<file path="src/rtl/lcd_char_arbiter.sv">
// Round-robin arbiter sharing one ST7735 character-draw engine between three glyph requesters.
// Optional engine watchdog: define CHAR_ARB_TIMEOUT_EN to enable the WAIT-state timeout.
module lcd_char_arbiter #(
    parameter logic [31:0] TIMEOUT_CYC = 32'd200000
) (
    input  logic        sys_clk,
    input  logic        sys_rst_n,
    input  logic        init_done,
    input  logic [2:0]  req,
    input  logic [20:0] req_ascii,
    input  logic [26:0] req_x,
    input  logic [26:0] req_y,
    input  logic [47:0] req_fg,
    input  logic [47:0] req_bg,
    input  logic [2:0]  req_size,
    input  logic        show_char_done,
    output logic        show_char_flag,
    output logic [6:0]  ascii_num,
    output logic [8:0]  start_x,
    output logic [8:0]  start_y,
    output logic [15:0] front_color,
    output logic [15:0] background_color,
    output logic        en_size,
    output logic [2:0]  ack,
    output logic        busy,
    output logic        timeout_err
);

    localparam logic [1:0] ST_IDLE = 2'd0;
    localparam logic [1:0] ST_WAIT = 2'd1;
    localparam logic [1:0] ST_GAP  = 2'd2;

    localparam logic [15:0] BG_RESET = 16'hAF7D;

    logic [1:0]  state_q, state_d;
    logic [1:0]  grant_q, grant_d;
    logic [1:0]  last_grant_q, last_grant_d;
    logic [2:0]  ack_q, ack_d;
    logic        flag_q, flag_d;
    logic [6:0]  ascii_q, ascii_d;
    logic [8:0]  x_q, x_d;
    logic [8:0]  y_q, y_d;
    logic [15:0] fg_q, fg_d;
    logic [15:0] bg_q, bg_d;
    logic        size_q, size_d;
    logic        timeout_err_q, timeout_err_d;
    logic        timeout_hit;

    // Per-requester views of the packed field buses.
    logic [6:0]  fld_ascii [3];
    logic [8:0]  fld_x     [3];
    logic [8:0]  fld_y     [3];
    logic [15:0] fld_fg    [3];
    logic [15:0] fld_bg    [3];

    always_comb begin
        for (int i = 0; i < 3; i++) begin
            fld_ascii[i] = req_ascii[7*i +: 7];
            fld_x[i]     = req_x[9*i +: 9];
            fld_y[i]     = req_y[9*i +: 9];
            fld_fg[i]    = req_fg[16*i +: 16];
            fld_bg[i]    = req_bg[16*i +: 16];
        end
    end

    // Round-robin scan starting just after the last winner; lowest offset wins.
    logic [1:0] scan_start;
    logic [2:0] scan_sum;
    logic [1:0] scan_idx;
    logic [1:0] winner;
    logic       win_valid;

    always_comb begin
        scan_start = (last_grant_q == 2'd2) ? 2'd0 : last_grant_q + 2'd1;
        scan_sum   = '0;
        scan_idx   = '0;
        winner     = 2'd0;
        win_valid  = 1'b0;
        for (int k = 2; k >= 0; k--) begin
            scan_sum = {1'b0, scan_start} + 3'(k);
            scan_idx = (scan_sum >= 3'd3) ? 2'(scan_sum - 3'd3) : scan_sum[1:0];
            if (req[scan_idx]) begin
                winner    = scan_idx;
                win_valid = 1'b1;
            end
        end
    end

`ifdef CHAR_ARB_TIMEOUT_EN
    logic [31:0] wait_cnt_q, wait_cnt_d;

    // Counter is zero on WAIT entry because it is held clear outside WAIT.
    always_comb begin
        wait_cnt_d  = (state_q == ST_WAIT) ? wait_cnt_q + 32'd1 : 32'd0;
        timeout_hit = (state_q == ST_WAIT) && (wait_cnt_q == TIMEOUT_CYC - 32'd1);
    end

    always_ff @(posedge sys_clk or negedge sys_rst_n) begin
        if (!sys_rst_n) begin
            wait_cnt_q <= 32'd0;
        end else begin
            wait_cnt_q <= wait_cnt_d;
        end
    end
`else
    logic unused_timeout_cfg;

    assign unused_timeout_cfg = ^TIMEOUT_CYC;
    assign timeout_hit        = 1'b0;
`endif

    always_comb begin
        // NOTE: every next-state signal gets a default first so no path infers a latch.
        state_d       = state_q;
        grant_d       = grant_q;
        last_grant_d  = last_grant_q;
        ack_d         = 3'b000;
        flag_d        = 1'b0;
        ascii_d       = ascii_q;
        x_d           = x_q;
        y_d           = y_q;
        fg_d          = fg_q;
        bg_d          = bg_q;
        size_d        = size_q;
        timeout_err_d = timeout_err_q;

        case (state_q)
            ST_IDLE: begin
                if (init_done && win_valid) begin
                    state_d      = ST_WAIT;
                    grant_d      = winner;
                    last_grant_d = winner;
                    flag_d       = 1'b1;
                    ascii_d      = fld_ascii[winner];
                    x_d          = fld_x[winner];
                    y_d          = fld_y[winner];
                    fg_d         = fld_fg[winner];
                    bg_d         = fld_bg[winner];
                    size_d       = req_size[winner];
                end
            end
            ST_WAIT: begin
                if (show_char_done || timeout_hit) begin
                    state_d = ST_GAP;
                    ack_d   = 3'b001 << grant_q;
                    if (!show_char_done) begin
                        timeout_err_d = 1'b1;
                    end
                end
            end
            ST_GAP: begin
                state_d = ST_IDLE;
            end
            default: begin
                state_d = ST_IDLE;
            end
        endcase
    end

    always_ff @(posedge sys_clk or negedge sys_rst_n) begin
        if (!sys_rst_n) begin
            state_q       <= ST_IDLE;
            grant_q       <= 2'd0;
            last_grant_q  <= 2'd2;
            ack_q         <= 3'b000;
            flag_q        <= 1'b0;
            ascii_q       <= 7'd0;
            x_q           <= 9'd0;
            y_q           <= 9'd0;
            fg_q          <= 16'h0000;
            bg_q          <= BG_RESET;
            size_q        <= 1'b1;
            timeout_err_q <= 1'b0;
        end else begin
            // NOTE: non-blocking assignments so every register samples pre-edge values.
            state_q       <= state_d;
            grant_q       <= grant_d;
            last_grant_q  <= last_grant_d;
            ack_q         <= ack_d;
            flag_q        <= flag_d;
            ascii_q       <= ascii_d;
            x_q           <= x_d;
            y_q           <= y_d;
            fg_q          <= fg_d;
            bg_q          <= bg_d;
            size_q        <= size_d;
            timeout_err_q <= timeout_err_d;
        end
    end

    assign show_char_flag   = flag_q;
    assign ascii_num        = ascii_q;
    assign start_x          = x_q;
    assign start_y          = y_q;
    assign front_color      = fg_q;
    assign background_color = bg_q;
    assign en_size          = size_q;
    assign ack              = ack_q;
    assign busy             = (state_q != ST_IDLE);
    assign timeout_err      = timeout_err_q;

endmodule
</file>
<file path="config.mk">
export PLATFORM = sky130hd
export DESIGN_NAME = lcd_char_arbiter
export DESIGN_NICKNAME = d
export VERILOG_FILES = /design/src/rtl/lcd_char_arbiter.sv
export SDC_FILE = /design/constraint.sdc
export NUM_CORES = 1
export LEC_CHECK = 0
export BUFFER_PORTS_ARGS = -buffer_cell sky130_fd_sc_hd__clkbuf_2
export CAP_MARGIN = 20
export CORE_MARGIN = 3
export CORE_UTILIZATION = 34
export CTS_BUF_LIST = sky130_fd_sc_hd__clkbuf_8
export DETAILED_ROUTE_END_ITERATION = 10
export GPL_TIMING_DRIVEN = 0
export PLACE_DENSITY = 0.79
export REMOVE_ABC_BUFFERS = 1
export SLEW_MARGIN = 20
export SYNTH_ARGS = -nofsm -noshare
export SYNTH_HDL_FRONTEND = slang
export SYNTH_SLANG_ARGS = --single-unit
</file>
<file path="constraint.sdc">
create_clock -name sys_clk -period 2.3 [get_ports sys_clk]
set_input_delay 0.46 -clock sys_clk [delete_from_list [all_inputs] [get_ports sys_clk]]
set_output_delay 0.46 -clock sys_clk [all_outputs]
set_load 0.05 [all_outputs]
</file>
==> metrics.txt, run 1 <==
gr ovfl total=0; Routed wire per std cell=16.1 µm; crit-path cells=nor3b_4 > nand2_4 > inv_6 > nand2b_4 > o211ai_1; DRC viols=0; unrepaired setup endpoints after global routing=false; VDD IR max=0.000721 V; max incr delay on CP=0.44 ns; Final Net Count=~750; Synth area leaders=dfrtp_1, dfstp_2, mux2i_1; vias in the first global route=3,527; Die Y-Extent=~110 µm; Buffers on Ports=243; row count=36; Final GP Congestion=0.758; share of layout cells above drive strength 1=0.531; Final Worst Setup Slack=0.224 ns; PwrDens=1440 mW/mm²; Final Skew=0.0106 ns; post-route ant nets=0; cell with the most instances after synthesis=dfrtp_1; Mapped Cells=331; Max transition margin=0.555; n_diodes=0; pin count of the biggest net entering global routing=40; I/O Pins=245; routed vias=approximately 3,500; number of flops mapped to enable cells by yosys=0; fin crit period=2.08 ns; fin. max-slew vios=0; Final Setup Violations=0; worst endpoint required time=2.54 ns; Ys Warns=0; Peak Freq=~0.48 GHz; post-layout util=0.525; Crit Path Category=reg -> reg; worst min path class=in -> async; critical path endpoint category=flip-flop; Startpoint Class=flip-flop; DRT Pass-1 Iters=4; final WL=11,300 µm; ys flop type=dfrtp_1; CP bufs+invs=1; Synth Register Bits=67; Worst EP arrival=2.32 ns; vias per std cell=5.04; peak fanout along the critical path=35; Initial DRC Count=134; CTS sink cnt=between 60 and 70; P_leak=2.75 nW; global-route wire length before repair=16,700 µm; area delta synth->final=46.1%; worst-skew pair later-pin latency=0.34 ns; initial antenna violation count=0; delay-heaviest family, CP=simple AND/OR/NAND/NOR gates; GRT Resource Usage Total=0.182; period utilization=0.903; synth cell count leaders=dfrtp_1, nand2_1, mux2i_1, nand3_1, o211ai_1; Post-Syn Area per Cell=10.8 µm²; # hold bufs at CTS=0; maxcap violations=0; Worst-Margin Slew=0.665 ns; Die Area=0.0118 mm²; CTS Root Cell=clkbuf_8; worst-case clock buffer depth=2; Die X=109 µm; initial core utilization=0.359; Synth async-reset ratio=1.00; # fillers=916; Core ar.=0.0100 mm²; Distinct cells, synth=34; H-tree depth=3; post-DP HPWL=between 8000 and 9000 µm; pre-CTS setup slack=-1.09 ns; Synth area leader=dfrtp_1; run status=finished, final reports clean; CTS clk-pin slew, worst paths=0.07 ns; Post-Syn Area=0.00359 mm²; sequential share of the synthesized area=0.472; Power Total=7.55 mW; area share of the largest cell type after synthesis=0.369; Final Hold Viols=0; cts bufs inserted=9; crit path max-delay cell type=dfrtp_1; CTS tree=done
-- kinds of logic after synthesis --
group / count (synthesis) / share of synthesized area
AOI/OAI and AO/OA: 68 / 0.160
buffers and inverters: 32 / 0.0467
DFF: 67 / 0.472
muxes: 57 / 0.168
other: 1 / 0.00104
and+or+nand+nor: 106 / 0.153
-- stage by stage --
stage / std cells / area, µm² / setup TNS [ns] / hold slack (ns)
finish: 704 / 5250 / 0 / 0.0672
global route: 704 / 5250 / 0 / 0.0827
CTS: 703 / 5240 / 0 / 0.0625
detailed placement: 683 / 4970 / -59.76 / 0.445
global placement: 679 / 4820 / -140.64 / 0.462
floorplan: 303 / 3440 / -70.36 / 0.164
-- placed cells by master, fill, tap and decap left out, drive strengths merged, types with 6 or more instances in the layout --
master and n:
inv 6, o211ai 30, dfrtp 53, nand2 34, buf 7, dfstp 14
mux2i 30, mux2 27, nand3 30, clkbuf 256, a221o 27, and2 29
-- report_power, final --
group | internal [mW] | total, mW | switching [mW]
combinational | 1.31 | 4.37 | 3.06
sequential | 1.82 | 2.14 | 0.316
clock | 0.612 | 1.04 | 0.426
total | 3.75 | 7.55 | 3.80
-- layout make-up --
type	count	area (µm²)	area share
Multi-Input combinational cell	234	1810	0.344
Sequential cell	67	1690	0.323
Timing Repair Buffer	250	1340	0.256
Clock buffer	13	179	0.0341
Tap cell	133	166	0.0317
Clock inverter	3	37.5	0.00715
Inverter	4	20.0	0.00382
-- per-layer routing --
metal	GRT usage	vias to the layer above	wire [µm]
li1	-	1691	-
met1	0.206	1672	4570
met2	0.332	176	5680
met3	0.0462	10	913
met4	0.0577	0	178
met5	0	-	0
-- worst paths after layout --
path	endpoint	startpoint	slack, ns	depth (start not counted)
max in group asynchronous	background_color[5]$_DFFE_PN1P_	sys_rst_n	1.62	2
worst min register to register	ack[1]$_DFF_PN0_	grant_q[1]$_DFFE_PN0P_	0.49	1
worst max register to register	background_color[13]$_DFFE_PN1P_	state_q[0]$_DFFE_PN0P_	0.22	5
worst max-delay path	background_color[13]$_DFFE_PN1P_	state_q[0]$_DFFE_PN0P_	0.22	5
min in group sys_clk	state_q[0]$_DFFE_PN0P_	show_char_done	0.34	2
worst min-delay path	ack[1]$_DFF_PN0_	sys_rst_n	0.07	1
-- flip-flops by register name (all words and copies together), names as in the netlist --
| signal | cells |
|---|---|
| show_char_flag | 1 |
| start_x | 9 |
| ack | 3 |
| state_q | 2 |
| en_size | 1 |
| grant_q | 2 |
| front_color | 16 |
| background_color | 16 |
| last_grant_q | 1 |
| start_y | 9 |
| ascii_num | 7 |
-- timing repair --
item / CTS / global route
setup endpoints to repair: 59 / 6
buffers inserted: 3 / 0
gates cloned: 1 / 1
hold endpoints to repair: 0 / 0
pin swaps: 2 / 0
gates resized for setup: 8 / 1
No activity file was read; power rests on OpenSTA's default activity.
==> run 2, diff against run 1 <==
CORE_UTILIZATION = 30   (was 34)
GPL_TIMING_DRIVEN = unset   (was 0)
PLACE_DENSITY = 0.72   (was 0.79)
==> metrics.txt, run 2 (synthesis results as in run 1) <==
Initial DRC Count=167; Peak Freq=0.528 GHz; CTS sink cnt=67; global-route wire length before repair=17,200 µm; share of layout cells above drive strength 1=0.528; Buffers on Ports=243; Routed wire per std cell=15.5 µm; setup slack, reg-to-reg=0.41 ns; combinational power share=0.577; vias in the first global route=3,612; run status=finished, final reports clean; Worst EP arrival=around 2.1 ns; I/O Pins=between 200 and 250; post-route ant nets=0; worst-skew pair later-pin latency=0.34 ns; worst min path class=in -> async; Startpoint Class=flip-flop; DRC viols=0; post_cts resized=0; Final Net Count=750; fin crit period=~1.9 ns; Crit Path Category=reg -> reg; period utilization=0.824; routed vias=approximately 3,500; area delta synth->final=44.6%; Max transition margin=0.590; gr ovfl total=0; P_int=3.62 mW; CTS tree=done; critical path endpoint category=flip-flop; Worst-Margin Slew=0.613 ns; VDD IR max=0.000754 V; Placed Cells incl. Taps=701; unrepaired setup endpoints after global routing=false; CTS clk-pin slew, worst paths=about 0.08 ns; GRT Resource Usage Total=0.162; most frequent cells in the layout=clkbuf_2, dfrtp_1, nand2_1; Die Y-Extent=around 120 µm; H-tree depth=3; P_leak=2.73 nW; setup bufs post-CTS=0; Flop pwr share=0.293; worst endpoint required time=between 2 and 3 ns; # hold bufs at CTS=0; fin. max-slew vios=0; post-DP HPWL=8810 µm; peak fanout along the critical path=32; Post-Layout Cell Count=717; clock share of power=0.131; final WL=11,100 µm; n_diodes=0; Die Area=0.0133 mm²; initial antenna violation count=0; initial core utilization=0.311; pin count of the biggest net entering global routing=64; cts bufs inserted=9; maxcap violations=0; PwrDens=1430 mW/mm²; post-layout util=0.449; Final GP Congestion=0.842; row count=39; Core ar.=between 0.01 and 0.015 mm²; DRT Pass-1 Iters=4; NetSw=3.78 mW; Final Hold Viols=0; worst-case clock buffer depth=2; switching share of power=0.511; vias per std cell=4.93; Die X=115 µm; Final Skew=0.0165 ns; Final Setup Violations=0; most common cell after layout, fill and taps aside=clkbuf_2; CTS Root Cell=clkbuf_8
[run 2: cell count changes in the layout (fill, tap and decap cells not counted), sizes merged]
cell,change
clkinvlp,+2
nand2,-1
clkinv,+1
and2,-1
buf,+6
clkbuf,-4
[run 2: critical path: stages, from the launching register on]
cell and delay, ns:
dfstp_2 0.39, nand2b_1 0.21, a31oi_4 0.25, buf_12 0.23, mux2_2 0.37, a221o_1 0.30
[run 2: metrics by stage]
step | power, mW | setup slack [ns] | hold slack, ns | setup TNS (ns) | cell area, µm²
floorplan | 5.31 | -1.36 | 0.164 | -70.36 | 3440
global route | 7.82 | 0.346 | 0.148 | 0 | 5190
CTS | 7.48 | 0.233 | 0.110 | 0 | 5190
detailed placement | 6.48 | 0.205 | 0.473 | 0 | 4990
global placement | 6.40 | 0.213 | 0.469 | 0 | 4990
finish | 7.40 | 0.406 | 0.111 | 0 | 5190
[run 2: final timing paths]
path / start / to / cells past startpoint
max: last_grant_q[1]$_DFFE_PN1P_ / start_x[8]$_DFFE_PN0P_ / 5
min: sys_rst_n / start_x[2]$_DFFE_PN0P_ / 1
max reg2reg: last_grant_q[1]$_DFFE_PN1P_ / start_x[8]$_DFFE_PN0P_ / 5
min reg2reg: grant_q[1]$_DFFE_PN0P_ / ack[0]$_DFF_PN0_ / 1
max in group asynchronous: sys_rst_n / background_color[15]$_DFFE_PN1P_ / 2
min in group sys_clk: show_char_done / state_q[0]$_DFFE_PN0P_ / 2
[run 2: final cells by class]
type                    instances  area (µm²)
well taps                     143         179
flip-flops and latches         67        1690
repair buffers                255        1360
clock buffers                  10         138
inverters                       4        15.0
multi-input cells             232        1750
fillers                      1108        6370
clock inverters                 6        57.6
[run 2: power groups by stage]
stage / Combinational, mW / Clock, mW / Sequential [mW]
after global placement: 4.23 / 0 / 2.18
after detailed placement: 4.32 / 0 / 2.17
after floorplan: 1.30 / 0 / 4.01
after CTS: 4.30 / 1.01 / 2.17
after global routing: 4.53 / 1.05 / 2.24
final: 4.27 / 0.968 / 2.17
[run 2: metal layers]
layer,track usage,vias to the layer above,part of all wire
li1,-,1699,-
met5,0,-,0
met3,0.0437,4,0.085
met1,0.191,1642,0.41
met2,0.294,188,0.50
met4,0.0321,0,0.0058
